File: src/rtl/bp_perf_event_monitor_if.sv
// Event and readout bundle between the tile (master) and the perf event monitor (slave).
interface bp_perf_event_monitor_if #(
  parameter int unsigned counter_width_p = 32
);
  logic                       w_v_i;
  logic                       attaboy_i;
  logic                       dcache_req_v_i;
  logic                       dcache_req_ready_i;
  logic                       mmu_req_v_i;
  logic                       mmu_req_ready_i;
  logic                       sb_miss_i;
  logic                       dump_i;
  logic                       data_v_o;
  logic                       data_ready_i;
  logic [2:0]                 data_id_o;
  logic [counter_width_p-1:0] data_o;
  logic                       timeout_o;
  logic                       done_o;

  modport master (
    output w_v_i, attaboy_i, dcache_req_v_i, dcache_req_ready_i,
           mmu_req_v_i, mmu_req_ready_i, sb_miss_i, dump_i, data_ready_i,
    input  data_v_o, data_id_o, data_o, timeout_o, done_o
  );

  modport slave (
    input  w_v_i, attaboy_i, dcache_req_v_i, dcache_req_ready_i,
           mmu_req_v_i, mmu_req_ready_i, sb_miss_i, dump_i, data_ready_i,
    output data_v_o, data_id_o, data_o, timeout_o, done_o
  );
endinterface

File: src/rtl/bp_perf_event_monitor.sv
// Saturating performance event counters with watchdog/dump freeze and a
// registered valid/ready readout stream of the six counters.
module bp_perf_event_monitor #(
  parameter int unsigned counter_width_p  = 32,
  parameter int unsigned timeout_cycles_p = 1000000
) (
  input logic                    clk_i,
  input logic                    reset_i,
  bp_perf_event_monitor_if.slave bus
);
  localparam int unsigned NumCnt = 6;
  localparam logic [2:0]  LastId = 3'd5;
  localparam logic [counter_width_p-1:0] WdLast = counter_width_p'(timeout_cycles_p - 1);

  localparam logic [1:0] eCount = 2'd0;
  localparam logic [1:0] eDump  = 2'd1;
  localparam logic [1:0] eDone  = 2'd2;

  logic [1:0]                 r_state;
  logic [counter_width_p-1:0] r_cnt     [NumCnt];
  logic [counter_width_p-1:0] w_cnt_nxt [NumCnt];
  logic [NumCnt-1:0]          w_ev;
  logic                       r_data_v;
  logic                       r_timeout;
  logic                       r_done;
  logic [2:0]                 r_id;
  logic [counter_width_p-1:0] r_data;
  logic [counter_width_p-1:0] w_next_word;
  logic [2:0]                 w_id_nxt;
  logic                       w_wd;
  logic                       w_xfer;

  assign w_ev = {bus.sb_miss_i,
                 bus.mmu_req_v_i    & bus.mmu_req_ready_i,
                 bus.dcache_req_v_i & bus.dcache_req_ready_i,
                 bus.w_v_i & ~bus.attaboy_i,
                 bus.w_v_i &  bus.attaboy_i,
                 1'b1};

  assign w_wd     = (r_cnt[0] == WdLast);
  assign w_xfer   = r_data_v & bus.data_ready_i;
  assign w_id_nxt = r_id + 3'd1;

  always_comb begin
    for (int unsigned i = 0; i < NumCnt; i++) begin
      w_cnt_nxt[i] = r_cnt[i];
      if (w_ev[i] && (r_cnt[i] != '1))
        w_cnt_nxt[i] = r_cnt[i] + counter_width_p'(1);
    end
  end

  always_comb begin
    w_next_word = '0;
    for (int unsigned i = 0; i < NumCnt; i++)
      if (w_id_nxt == 3'(i)) w_next_word = r_cnt[i];
  end

  always_ff @(posedge clk_i or posedge reset_i) begin
    if (reset_i) begin
      r_state   <= eCount;
      r_data_v  <= 1'b0;
      r_timeout <= 1'b0;
      r_done    <= 1'b0;
      r_id      <= '0;
      r_data    <= '0;
      for (int unsigned i = 0; i < NumCnt; i++) r_cnt[i] <= '0;
    end else begin
      case (r_state)
        eCount: begin
          for (int unsigned i = 0; i < NumCnt; i++) r_cnt[i] <= w_cnt_nxt[i];
          // word 0 is taken from the next-state value so the trigger cycle is counted
          if (w_wd || bus.dump_i) begin
            r_state  <= eDump;
            r_data_v <= 1'b1;
            r_id     <= '0;
            r_data   <= w_cnt_nxt[0];
            if (w_wd) r_timeout <= 1'b1;
          end
        end
        eDump: begin
          if (w_xfer) begin
            if (r_id == LastId) begin
              r_state  <= eDone;
              r_data_v <= 1'b0;
              r_done   <= 1'b1;
            end else begin
              r_id   <= w_id_nxt;
              r_data <= w_next_word;
            end
          end
        end
        eDone:   ;
        default: r_state <= eDone;
      endcase
    end
  end

  assign bus.data_v_o  = r_data_v;
  assign bus.data_id_o = r_id;
  assign bus.data_o    = r_data;
  assign bus.timeout_o = r_timeout;
  assign bus.done_o    = r_done;
endmodule
File: src/flat_wrapper.sv
// flat-port wrapper written by rule: the top's interface ports become plain ports
module bp_perf_event_monitor_flat 
#(
  parameter int unsigned counter_width_p  = 32,
  parameter int unsigned timeout_cycles_p = 1000000
)
  (clk_i, reset_i, bus_w_v_i, bus_attaboy_i, bus_dcache_req_v_i, bus_dcache_req_ready_i, bus_mmu_req_v_i, bus_mmu_req_ready_i, bus_sb_miss_i, bus_dump_i, bus_data_ready_i, bus_data_v_o, bus_data_id_o, bus_data_o, bus_timeout_o, bus_done_o);
  bp_perf_event_monitor_if #(.counter_width_p(counter_width_p)) bus_i ();
  input logic clk_i;
  input logic reset_i;
  input wire logic [$bits(bus_i.w_v_i)-1:0] bus_w_v_i;
  input wire logic [$bits(bus_i.attaboy_i)-1:0] bus_attaboy_i;
  input wire logic [$bits(bus_i.dcache_req_v_i)-1:0] bus_dcache_req_v_i;
  input wire logic [$bits(bus_i.dcache_req_ready_i)-1:0] bus_dcache_req_ready_i;
  input wire logic [$bits(bus_i.mmu_req_v_i)-1:0] bus_mmu_req_v_i;
  input wire logic [$bits(bus_i.mmu_req_ready_i)-1:0] bus_mmu_req_ready_i;
  input wire logic [$bits(bus_i.sb_miss_i)-1:0] bus_sb_miss_i;
  input wire logic [$bits(bus_i.dump_i)-1:0] bus_dump_i;
  input wire logic [$bits(bus_i.data_ready_i)-1:0] bus_data_ready_i;
  output wire logic [$bits(bus_i.data_v_o)-1:0] bus_data_v_o;
  output wire logic [$bits(bus_i.data_id_o)-1:0] bus_data_id_o;
  output wire logic [$bits(bus_i.data_o)-1:0] bus_data_o;
  output wire logic [$bits(bus_i.timeout_o)-1:0] bus_timeout_o;
  output wire logic [$bits(bus_i.done_o)-1:0] bus_done_o;
  assign bus_i.w_v_i = bus_w_v_i;
  assign bus_i.attaboy_i = bus_attaboy_i;
  assign bus_i.dcache_req_v_i = bus_dcache_req_v_i;
  assign bus_i.dcache_req_ready_i = bus_dcache_req_ready_i;
  assign bus_i.mmu_req_v_i = bus_mmu_req_v_i;
  assign bus_i.mmu_req_ready_i = bus_mmu_req_ready_i;
  assign bus_i.sb_miss_i = bus_sb_miss_i;
  assign bus_i.dump_i = bus_dump_i;
  assign bus_i.data_ready_i = bus_data_ready_i;
  assign bus_data_v_o = bus_i.data_v_o;
  assign bus_data_id_o = bus_i.data_id_o;
  assign bus_data_o = bus_i.data_o;
  assign bus_timeout_o = bus_i.timeout_o;
  assign bus_done_o = bus_i.done_o;
  bp_perf_event_monitor #(.counter_width_p(counter_width_p), .timeout_cycles_p(timeout_cycles_p)) u_core (.clk_i(clk_i), .reset_i(reset_i), .bus(bus_i));
endmodule
File: config.mk
export PLATFORM = sky130hd
export DESIGN_NAME = bp_perf_event_monitor_flat
export DESIGN_NICKNAME = d
export VERILOG_FILES = /design/src/rtl/bp_perf_event_monitor_if.sv /design/src/rtl/bp_perf_event_monitor.sv /design/src/flat_wrapper.sv
export SDC_FILE = /design/constraint.sdc
export NUM_CORES = 1
export LEC_CHECK = 0
export ABC_CLOCK_PERIOD_IN_PS = 11250
export BUFFER_PORTS_ARGS = -buffer_cell sky130_fd_sc_hd__buf_2
export CAP_MARGIN = 0
export CORE_ASPECT_RATIO = 0.7
export CORE_MARGIN = 3
export CORE_UTILIZATION = 43
export DETAILED_ROUTE_END_ITERATION = 16
export SLEW_MARGIN = 10
export SYNTH_ARGS = -nofsm -noshare
export SYNTH_HDL_FRONTEND = slang
export SYNTH_SLANG_ARGS = --single-unit
File: constraint.sdc
create_clock -name clk_i -period 11.25 [get_ports clk_i]
set_input_delay 2.8125 -clock clk_i [delete_from_list [all_inputs] [get_ports clk_i]]
set_output_delay 2.8125 -clock clk_i [all_outputs]
set_load 0.005 [all_outputs]
; ---- Yosys cells after proc, flatten, opt, wreduce, memory -nomap -nowiden
; Index checks and enable logic that the tools add are counted.
[totals]
in_bits = 11
output_inout_bits = 38
regBits = 232
[op_classes]
addsub = 7
bitwise = 7
reduce_logical = 19
eq_ne = 19
mux = 23
[op_table]
columns = cell, n
row1 = 2-to-1 mux 32 bit, 10
row2 = adder 32 x 1 -> 32 bit (second input constant), 6
row3 = != test 32 bit (second input constant), 6
row4 = one-hot mux 32 bit (2 select lines), 1
row5 = equality test 32 x 20 -> 1 bit (second input constant), 1
row6 = AND reduction 4 bit, 3
row7 = AND reduction 2 bit, 5
row8 = equality test 3 bit (second input constant), 3
row9 = 2-to-1 mux 3 bit, 3
row10 = equality test 3 x 2 -> 1 bit (second input constant), 2
row11 = 2-to-1 mux 2 bit, 3
row12 = != test 2 x 1 -> 1 bit (second input constant), 3
row13 = one-hot mux 2 bit (3 select lines), 1
row14 = one-hot mux 3 bit (2 select lines), 1
row15 = AND reduction 3 bit, 2
row16 = bitwise AND 1 bit, 5
row17 = logical AND 1 bit, 5
row18 = adder 3 x 1 -> 3 bit (second input constant), 1
row19 = equality test 3 x 1 -> 1 bit (second input constant), 1
row20 = zero test 3 bit, 1
row21 = 2-to-1 mux 1 bit, 3
row22 = equality test 2 x 1 -> 1 bit (second input constant), 1
row23 = equality test 2 bit (second input constant), 1
row24 = zero test 2 bit, 1
row25 = other kinds (5), 6

; ---- Depth between registers and ports, before layout
; Gate-level depths: netlist of the first run.
[logic_depth]
word_depth = 11
ltp_mapped = 10

; ---- Worst setup path after synthesis of the first run
; No wires, ideal clock.
[synth_path]
path_type = input to register
startpoint = in bus_sb_miss_i
endpoint = reg u_core.r_cnt[23] (netlist name)
n_path_buf = 0
cell_stages = 6
setup_ps = 79
t_arrival_ps = 4308
path_slack_ps = 6863
path_cell_list = or3b_1 > or3b_4 > a311oi_4 > nand2_2 > nor2_1 > xor2_1
[synth_via]
elab_chain_cells = 2
[synth_rtl]
columns = item, line_no
row1 = from (decl), flat_wrapper.sv:17  ; input wire logic [$bits(bus_i.sb_miss_i)-1:0] bus_sb_miss_i;
row2 = logical AND 1 bit, bp_perf_event_monitor.sv:47  ; if (w_ev[i] && (r_cnt[i] != '1))
row3 = AND reduction 2 bit (no source line), n/a
row4 = to (decl), bp_perf_event_monitor.sv:20  ; logic [counter_width_p-1:0] r_cnt [NumCnt];
; Every way passes these cells.
; A chain may end at the register's enable or synchronous reset.

; ---- Worst setup path in the final report of the first run
[layout_path]
startpoint = in bus_data_ready_i
endpoint = reg u_core.r_data[10] (netlist: u_core.bus.data_o[10])
[layout_via]
elab_chain_cells = 3
[layout_rtl]
columns = item, line_no
row1 = from (decl), flat_wrapper.sv:19  ; input wire logic [$bits(bus_i.data_ready_i)-1:0] bus_data_ready_i;
row2 = bitwise AND 1 bit, bp_perf_event_monitor.sv:41  ; assign w_xfer = r_data_v & bus.data_ready_i;
row3 = != test 2 x 1 -> 1 bit (no source line), n/a
row4 = AND reduction 4 bit (no source line), n/a
row5 = to (signal assigned), bp_perf_event_monitor.sv:76  ; r_data <= w_cnt_nxt[0];
row6 = to (signal assigned), bp_perf_event_monitor.sv:88  ; r_data <= w_next_word;
row7 = to (decl), bp_perf_event_monitor.sv:27  ; logic [counter_width_p-1:0] r_data;
; Every way passes these cells.

==> impl_metrics.toml, run 1 <==
[status]
outcome = "completed"

[die]
start_util_pct = 43.9
dieHeight_um = 153
die_area_um2 = 32900
ioPinCount = 49
core_area_um2 = 30100
fp.dieW_um = 215
fp-row-count = 53

[synth]
synth_area_leaders = "dfrtp_1 (44%), xnor2_1 (9.8%), nand2_1 (4.7%)"
synth_cell_types = 83
yosysWarnings = 0
syn_area_um2 = 13200
async_flop_share_pct = 100
synth_cells = 1420
synth_ff_type = "dfrtp_1"
synth_top_cell_area_share_pct = 44.0
synth_edf_count = 0
ys_ff_latch = 232
yosys.area.top_type = "dfrtp_1"
avgSynthCellArea_um2 = 9.30
syn_nets = 1442
ys_seq_area_share_pct = 44.0

[timing]
timing.final.crit_share_pct = 37.3
min_period_ns = 4.20
drv_slew = 0
max_freq_ghz = 0.238
timing.hold.ws_ns = 0.452
rsz0062_at_grt = "false"
setup_tns_ns = 0
setup_viol_count_final = 0
fin_skew_ns = 0.0309
maxSlewHeadroom_pct = 33.0
setup_ws_ns = 7.05
hold_viol_final = 0
tightest_slew_ns = 0.997

[clocking]
cts_inserted_buffers = 25
path_clk_slew_ns = 0.06
post_cts_hold_buffer_count = 0
cts_resized = 0
clk_root_buffer_cell = "clkbuf_16"
cts_tree = "built"
cts_setup_buffers = 0
clockBufferDepth = 3
htree_levels = 1
cts_num_sinks = 232
clk_latency_ns = 0.56

[min_path]
hp-start = "u_core.bus.timeout_o$_DFFE_PP0P_"
whs_path_depth = 1
min_to = "u_core.bus.timeout_o$_DFFE_PP0P_"
hold_class = "flip-flop to flip-flop"

[global_route]
grt_usage_pct = 26.1
grt_pass1_wl_um = 66100
grt-ovfl-total = 0
first_global_vias = 10449
grt_max_degree = 107
antenna_found_initial = 0

[worst_setup_path]
end_kind = "flip-flop"
worstSetupPathType = "primary input to flip-flop"
crit_family = "compound AO/OA/AOI/OAI gates"
critical_path_buf_inv_count = 1
arrival_ns = 4.62
cp.required_ns = 11.67
crit_fanout = 17
crit_path_start_kind = "primary input"
r2r_end = "u_core.bus.data_o[26]$_DFFE_PP0P_"
crit_chain = "buf_2 -> nand4_1 -> o21a_1 -> a221o_1"
ff2ff_setup_slack_ns = 7.85
slowest_delay_ns = 0.62
worstReg2RegStart = "u_core.bus.data_id_o[1]$_DFFE_PP0P_"
ff2ff_path_depth = 9
crit_slowest_cell = "nand4_1"

[placed_design]
pre_cts_ws_ns = 6.54
routabilityCongestion = 0.972
dp_cells = 1814
port_buffers = 48
dpl_cell_area_um2 = 13700
dp_hpwl_um = 31900

[power]
power_density_nw_per_um2 = 201
peakVddDrop_v = 0.000158
p_leak_nw = 6.06
design_power_total_mw = 2.93

[routing]
viasPerCell = 5.98
drt-wirelength-per-cell_um = 23.3
drt_iter0_markers = 1576
wirelength_um = 43200
ant_nets = 0
via_count = 11112
drc_errors = 0
dr.pass1.iters = 5

[finish]
layout.cells.non_filler = 1859
diodes = 0
stdcell_area_um2 = 14600
nNetsFinal = 1451
drive_gt1_share_pct = 10.6
area_growth_pct = 10.3
finish.utilization_pct = 48.4

[run]
drv_cap = 0
## worst max-delay path by stage
stage | start | cells past startpoint | slack, ns | to
after floorplan | reset_i | 1 | 2.08 | u_core.bus.data_id_o[0]$_DFFE_PP0P_
after global placement | bus_data_ready_i | 5 | 6.53 | u_core.bus.data_o[24]$_DFFE_PP0P_
after detailed placement | bus_data_ready_i | 5 | 6.54 | u_core.bus.data_o[1]$_DFFE_PP0P_
after CTS | bus_data_ready_i | 5 | 7.09 | u_core.bus.data_o[24]$_DFFE_PP0P_
after global routing | bus_sb_miss_i | 7 | 6.97 | u_core.r_cnt[18]$_DFFE_PP0P_
final | bus_data_ready_i | 4 | 7.05 | u_core.bus.data_o[10]$_DFFE_PP0P_
## cells by family (layout without fill, tap and decap cells)
family / after synthesis / in the layout / share of synthesized area, %
simple gates: 584 / 584 / 23.5
compound gates: 262 / 262 / 13.1
flops: 232 / 232 / 44.0
xor+xnor: 213 / 213 / 14.1
buf+inv: 112 / 139 / 3.78
fa+ha+maj: 11 / 11 / 1.04
mux: 6 / 6 / 0.493
## cell usage after synthesis, types with 4 or more instances
library cell,instances
a211oi_1,5
o21ai_1,10
inv_1,34
o2111ai_1,4
a221o_1,8
xor2_1,65
o311ai_0,5
buf_1,6
and3_1,27
nand3b_1,11
and4_1,20
o221a_2,4
a21oi_1,84
nand3_1,78
o211ai_1,13
nand2b_1,10
clkbuf_1,43
nor2b_1,9
o21ai_0,53
xnor2_1,148
a221oi_1,18
a311oi_1,8
a31o_2,4
nor4_1,13
o21a_1,4
buf_4,12
a31oi_1,6
clkbuf_2,4
buf_2,11
nor3_1,44
nor4_2,4
ha_1,11
nand2_1,166
and2_1,11
o31ai_1,6
nand4_1,61
dfrtp_1,232
o22ai_1,4
nor2_1,89
a32oi_1,5
## report_power, final
| part | switching [mW] | leakage [nW] | internal (mW) |
|---|---|---|---|
| Combinational | 0.660 | 2.57 | 0.315 |
| Clock | 0.352 | 0.417 | 0.500 |
| Sequential | 0.154 | 3.07 | 0.946 |
| Total | 1.17 | 6.06 | 1.76 |
## layout make-up
type                            count  area (um^2)
Fill cell                        2895        15500
Multi-Input combinational cell   1076         6940
Sequential cell                   232         5810
Clock buffer                       37          741
Tap cell                          412          515
Timing Repair Buffer               60          330
Inverter                           34          135
Clock inverter                      8         93.8
## placed cells by master, fill, tap and decap left out, types with 12 or more instances in the layout
cell       instances
nand4_1           61
nand2_1          166
xor2_1            64
dfrtp_1          232
a21oi_1           84
o211ai_1          13
and4_1            20
nand3_1           78
and3_1            27
a221oi_1          18
xnor2_1          147
nor3_1            44
nor2_1            89
buf_4             12
clkbuf_16         25
o21ai_0           53
inv_1             33
nor4_1            13
buf_2             48
## layer usage
metal | vias up | part of all wire (%) | GRT usage (%) | routed length (um)
met3 | 76 | 12 | 8.67 | 5170
met2 | 511 | 38 | 33.7 | 16400
met5 | - | 0 | 0 | 0
met4 | 0 | 3.1 | 7.23 | 1320
met1 | 5423 | 47 | 40.7 | 20400
li1 | 5102 | - | - | -
## registers in the layout (all words and copies together) (netlist names)
signal / count
u_core.bus.data_id_o: 3
u_core.bus.data_v_o: 1
u_core.bus.timeout_o: 1
u_core.bus.done_o: 1
u_core.bus.data_o: 32
u_core.r_state: 2
u_core.r_cnt: 192
No activity file was read; power rests on OpenSTA's default activity.
==> run 2, diff against run 1 <==
--- a/config.mk
+++ b/config.mk
@@ -5,7 +5,8 @@
 export SDC_FILE = /design/constraint.sdc
 export NUM_CORES = 1
 export LEC_CHECK = 0
-export ABC_CLOCK_PERIOD_IN_PS = 11250
+export ABC_AREA = 1
+export ABC_CLOCK_PERIOD_IN_PS = 4210
 export BUFFER_PORTS_ARGS = -buffer_cell sky130_fd_sc_hd__buf_2
 export CAP_MARGIN = 0
 export CORE_ASPECT_RATIO = 0.7
==> constraint.sdc (replaced) <==
create_clock -name clk_i -period 4.21 [get_ports clk_i]
set_input_delay 1.0525 -clock clk_i [delete_from_list [all_inputs] [get_ports clk_i]]
set_output_delay 1.0525 -clock clk_i [all_outputs]
set_load 0.005 [all_outputs]
==> impl_metrics.toml, run 2 <==
[status]
outcome = "completed"

[worst_setup_path]
cp.required_ns = 4.71
r2r_end = "u_core.bus.data_o[28]$_DFFE_PP0P_"
end_kind = "flip-flop"
worstSetupPathType = "flip-flop to flip-flop"
ff2ff_path_depth = 11
slowest_delay_ns = 0.85
worst-path-stages = 11
crit_chain = "inv_1 -> ha_1 -> inv_1 -> nor2_4 -> inv_1 -> o21ai_0 -> inv_1 -> nand2_1 -> nand3_1 -> nand3_1 -> nand2_1"
crit_path_start_kind = "flip-flop"
cp-startpoint = "u_core.bus.data_id_o[0]$_DFFE_PP0P_"
worstReg2RegStart = "u_core.bus.data_id_o[0]$_DFFE_PP0P_"
arrival_ns = 3.83
ff2ff_setup_slack_ns = 0.87
critical_path_buf_inv_count = 4
crit_family = "buffers and inverters"
endpoint = "u_core.bus.data_o[28]$_DFFE_PP0P_"
crit_path_frequent_cell = "inv_1"
crit_slowest_cell = "inv_1"
crit_fanout = 39

[clocking]
cts_inserted_buffers = 27
clk_root_buffer_cell = "clkbuf_16"
cts_resized = 0
post_cts_hold_buffer_count = 0
cts_num_sinks = 232
htree_levels = 1
cts_setup_buffers = 0
path_clk_slew_ns = 0.06
cts_tree = "built"
clockBufferDepth = 3
clk_latency_ns = 0.56

[power]
p_int_mw = 3.59
power_density_nw_per_um2 = 264
p_leak_nw = 8.24
swShare_pct = 22.7
power_frac_clock_pct = 50.8
power_frac_seq_pct = 48.0
power.share.combinational_pct = 1.2
peakVddDrop_v = 0.000272
power.net_switching_mw = 1.05

[finish]
register_area_um2 = 5810
largest_register_ffs = 192
final_cell_mix = "nand2_1 (860), nor2_1 (279), inv_1 (267)"
fillCellCount = 3905
nNetsFinal = 2499
finish.utilization_pct = 47.2
area_growth_pct = 7.90
largest-register = "u_core.r_cnt"
multiInputGateArea_um2 = 8900
layout_commonest_cell = "nand2_1"
drive_gt1_share_pct = 6.13

[placed_design]
routabilityCongestion = 0.992
dp_hpwl_um = 45000
pre_cts_ws_ns = 1.02
port_buffers = 48

[synth]
synth_cells = 2488
synth_ff_type = "dfrtp_1"
avgSynthCellArea_um2 = 6.55
syn_nets = 2510
syn_area_um2 = 16300
synth_cell_types = 40
ys_ff_latch = 232
synth_area_leaders = "dfrtp_1 (36%), nand2_1 (20%), nand3_1 (6.9%)"
synth_top_cell_area_share_pct = 35.6
async_flop_share_pct = 100
yosysMostFrequentCell = "nand2_1"
synth_common_cells = "nand2_1 (860), nor2_1 (281), inv_1 (268), dfrtp_1 (232), nand3_1 (226)"
yosysWarnings = 0
ys_seq_area_share_pct = 35.6
synth_edf_count = 0
yosys.area.top_type = "dfrtp_1"

[global_route]
grt_usage_pct = 28.7
grt_pass1_wl_um = 89400
antenna_found_initial = 1
grt_max_degree = 94
grt-ovfl-total = 0
first_global_vias = 14615

[die]
start_util_pct = 43.7
ioPinCount = 49
fp.dieW_um = 239
die_area_um2 = 40300
fp-row-count = 59
dieHeight_um = 169
core_area_um2 = 37300

[timing]
timing.final.crit_share_pct = 79.2
timing.hold.ws_ns = 0.470
rsz0062_at_grt = "false"
maxSlewHeadroom_pct = 30.5
max_freq_ghz = 0.300
setup_ws_ns = 0.874
tightest_slew_ns = 1.04
fin_skew_ns = 0.0204
setup_viol_count_final = 0
setup_tns_ns = 0
drv_slew = 0
hold_viol_final = 0
min_period_ns = 3.34

[routing]
wirelength_um = 58400
via_count = 16300
drc_errors = 0
viasPerCell = 5.46
ant_nets = 0
dr.pass1.iters = 8
drt-wirelength-per-cell_um = 19.6
drt_iter0_markers = 2227

[run]
drv_cap = 0

[min_path]
hold_class = "flip-flop to flip-flop"
==> run 2: cells by family (layout without fill, tap and decap cells) <==
| family | after synthesis | in the layout | share of synthesized area (%) |
|---|---|---|---|
| AOI/OAI and AO/OA | 171 | 171 | 5.62 |
| xor gates and xnor gates | 132 | 132 | 7.14 |
| adders and majority gates | 11 | 11 | 0.844 |
| buffers and inverters | 380 | 387 | 9.97 |
| DFF | 232 | 232 | 35.6 |
| other | 0 | 1 | 0 |
| and+or+nand+nor | 1562 | 1562 | 40.8 |
==> run 2: through the flow <==
stage | instance area [um^2] | std cells | power (mW)
6_report | 17600 | 2984 | 4.65
3_3_place_gp | 16700 | 2936 | 2.33
2_1_floorplan | 16300 | 2488 | 2.31
5_1_grt | 17600 | 2983 | 4.78
3_5_place_dp | 16700 | 2936 | 2.33
4_1_cts | 17600 | 2983 | 4.70
==> run 2: worst min-delay path by stage <==
stage | from | endpoint | slack [ns] | cells past startpoint
final | u_core.bus.done_o$_DFFE_PP0P_ | u_core.bus.done_o$_DFFE_PP0P_ | 0.47 | 2
after detailed placement | u_core.bus.done_o$_DFFE_PP0P_ | u_core.bus.done_o$_DFFE_PP0P_ | 0.47 | 2
after global routing | u_core.r_cnt[68]$_DFFE_PP0P_ | u_core.r_cnt[68]$_DFFE_PP0P_ | 0.51 | 1
after global placement | u_core.bus.done_o$_DFFE_PP0P_ | u_core.bus.done_o$_DFFE_PP0P_ | 0.45 | 2
after CTS | u_core.bus.done_o$_DFFE_PP0P_ | u_core.bus.done_o$_DFFE_PP0P_ | 0.48 | 2
after floorplan | u_core.bus.done_o$_DFFE_PP0P_ | u_core.bus.done_o$_DFFE_PP0P_ | 0.46 | 2
==> run 2: routing by layer <==
| layer | part of all wire (%) | GRT usage (%) | vias to the layer above | wire length, um |
|---|---|---|---|---|
| met2 | 36 | 36.2 | 732 | 21300 |
| met3 | 13 | 9.04 | 70 | 7320 |
| met1 | 49 | 46.6 | 7642 | 28800 |
| met4 | 1.8 | 5.02 | 0 | 1070 |
| met5 | 0 | 0 | - | 0 |
| li1 | - | - | 7856 | - |
==> run 2: power by group through the flow <==
stage | Combinational, mW | Clock (mW) | Sequential, mW
floorplan | 0.0335 | 0 | 2.27
global placement | 0.0603 | 0 | 2.27
detailed placement | 0.0609 | 0 | 2.27
CTS | 0.0611 | 2.41 | 2.23
global route | 0.0673 | 2.49 | 2.23
finish | 0.0569 | 2.36 | 2.23
==> run 2: worst reg2reg max path, cell delays in order (launching register included) <==
cell and delay (ns):
dfrtp_1 0.43, inv_1 0.12, ha_1 0.23, inv_1 0.66, nor2_4 0.31, inv_1 0.86, o21ai_0 0.24, inv_1 0.10
nand2_1 0.09, nand3_1 0.09, nand3_1 0.08, nand2_1 0.08
==> run 2: cell type report <==
| cell class | instances | area share, % |
|---|---|---|
| multi-input combinational | 1876 | 50.6 |
| sequential | 232 | 33.0 |
| inverter | 278 | 5.99 |
| clock buffer | 40 | 4.52 |
| tap | 488 | 3.47 |
| timing repair buffer | 62 | 2.10 |
| clock inverter | 7 | 0.356 |
| antenna | 1 | 0.0142 |
==> run 3, diff against run 2 <==
--- a/config.mk
+++ b/config.mk
@@ -6,7 +6,7 @@
 export NUM_CORES = 1
 export LEC_CHECK = 0
 export ABC_AREA = 1
-export ABC_CLOCK_PERIOD_IN_PS = 4210
+export ABC_CLOCK_PERIOD_IN_PS = 3300
 export BUFFER_PORTS_ARGS = -buffer_cell sky130_fd_sc_hd__buf_2
 export CAP_MARGIN = 0
 export CORE_ASPECT_RATIO = 0.7
==> constraint.sdc (replaced) <==
create_clock -name clk_i -period 3.3 [get_ports clk_i]
set_input_delay 0.825 -clock clk_i [delete_from_list [all_inputs] [get_ports clk_i]]
set_output_delay 0.825 -clock clk_i [all_outputs]
set_load 0.005 [all_outputs]
==> impl_metrics.toml, run 3 (synthesized netlist as in run 2, its figures left out) <==
[status]
outcome = "completed"

[routing]
via_count = 16322
ant_nets = 0
dr.pass1.iters = 6
viasPerCell = 5.46
wirelength_um = 57700
drt-wirelength-per-cell_um = 19.3
drt_iter0_markers = 2034
drc_errors = 0

[worst_setup_path]
end_kind = "flip-flop"
ff2ff_setup_slack_ns = 0.37
worstReg2RegStart = "u_core.r_cnt[160]$_DFFE_PP0P_"
crit_fanout = 39
r2r_end = "u_core.bus.data_o[14]$_DFFE_PP0P_"
crit_path_start_kind = "flip-flop"
ff2ff_path_depth = 11
arrival_ns = 3.42
worstSetupPathType = "flip-flop to flip-flop"
cp.required_ns = 3.79

[clocking]
post_cts_hold_buffer_count = 0
path_clk_slew_ns = 0.06
clk_root_buffer_cell = "clkbuf_16"
clockBufferDepth = 3
cts_num_sinks = 232
clk_latency_ns = 0.57
cts_inserted_buffers = 27
cts_setup_buffers = 0
htree_levels = 1
cts_resized = 0
cts_tree = "built"

[die]
fp.dieW_um = 239
fp-row-count = 59
core_area_um2 = 37300
dieHeight_um = 169
ioPinCount = 49
start_util_pct = 43.7
die_area_um2 = 40300

[global_route]
first_global_vias = 14738
grt_pass1_wl_um = 89800
antenna_found_initial = 0
grt-ovfl-total = 0
grt_usage_pct = 28.6
grt_max_degree = 97

[power]
power_density_nw_per_um2 = 336
p_leak_nw = 8.28
peakVddDrop_v = 0.000345

[timing]
maxSlewHeadroom_pct = 46.1
drv_slew = 0
setup_ws_ns = 0.367
min_period_ns = 2.93
timing.final.crit_share_pct = 88.9
fin_skew_ns = 0.0213
hold_viol_final = 0
max_freq_ghz = 0.341
setup_viol_count_final = 0
rsz0062_at_grt = "false"
timing.hold.ws_ns = 0.303
tightest_slew_ns = 0.806

[finish]
largest_register_ffs = 192
layout_commonest_cell = "nand2_1"
largest-register = "u_core.r_cnt"
nNetsFinal = 2510
area_growth_pct = 8.32
drive_gt1_share_pct = 6.35
final_cell_mix = "nand2_1 (860), nor2_1 (279), inv_1 (267)"
diodes = 0

[min_path]
hold_class = "primary input to async pin"

[placed_design]
routabilityCongestion = 0.965
port_buffers = 48
dp_hpwl_um = 44300
pre_cts_ws_ns = 0.492

[run]
drv_cap = 0
==> run 3: cell types whose count changed in the layout (fill, tap and decap cells not counted), sizes merged <==
cell      change
bufinv        +1
clkinv        -3
clkinvlp      -1
buf          +11
diode         -1
==> run 3: how the worst max path moves through the flow <==
stage / startpoint / to / slack (ns) / depth (start not counted)
detailed placement: u_core.r_cnt[160]$_DFFE_PP0P_ / u_core.bus.data_o[14]$_DFFE_PP0P_ / 0.49 / 11
CTS: u_core.r_cnt[160]$_DFFE_PP0P_ / u_core.bus.data_o[14]$_DFFE_PP0P_ / 0.46 / 11
global placement: u_core.r_cnt[160]$_DFFE_PP0P_ / u_core.bus.data_o[14]$_DFFE_PP0P_ / 0.44 / 11
finish: u_core.r_cnt[160]$_DFFE_PP0P_ / u_core.bus.data_o[14]$_DFFE_PP0P_ / 0.37 / 11
floorplan: reset_i / u_core.bus.data_id_o[0]$_DFFE_PP0P_ / -0.56 / 1
global route: u_core.r_cnt[178]$_DFFE_PP0P_ / u_core.bus.data_o[14]$_DFFE_PP0P_ / 0.19 / 10
==> run 3: power breakdown <==
part	leakage [nW]	switching, mW	internal [mW]
clock	0.414	1.26	1.75
combinational	4.88	0.0627	0.0120
sequential	2.98	0	2.84
==> run 3: layout make-up <==
type / instances / area, um^2
inverters: 278 / 1050
clock inverters: 4 / 70.1
clock buffers: 40 / 774
well taps: 488 / 611
flip-flops and latches: 232 / 5810
multi-input cells: 1876 / 8900
repair buffers: 73 / 453
fillers: 3866 / 19600
==> run 3: metal layers <==
metal / wire length (um) / track usage [%] / vias to the layer above
met5: 0 / 0 / -
met2: 22100 / 38.0 / 678
met4: 795 / 4.05 / 0
met1: 29300 / 47.9 / 7716
met3: 5530 / 4.77 / 48
li1: - / - / 7880
==> run 3: through the flow <==
stage                     instance area (um^2)  util, %  power [mW]  TNS [ns]  instances
after floorplan                          16300        -        2.94   -130.14       2488
after global placement                   16800     45.1        2.98         0       2947
after detailed placement                 16800     45.1        2.98         0       2947
after CTS                                17700     47.4        5.99         0       2991
after global routing                     17700     47.4        6.10         0       2991
final                                    17700     47.4        5.93         0       2991
==> run 3: worst max-delay path, stage by stage, from the launching register on <==
cell and delay [ns]:
dfrtp_1 0.48, ha_1 0.29, inv_1 0.13, nor2_4 0.22, nand2_1 0.13, nor2_2 0.29
nand2_2 0.53, nand3_1 0.38, nor2_1 0.09, nor2_1 0.17, nand2_1 0.07, nand2_1 0.05
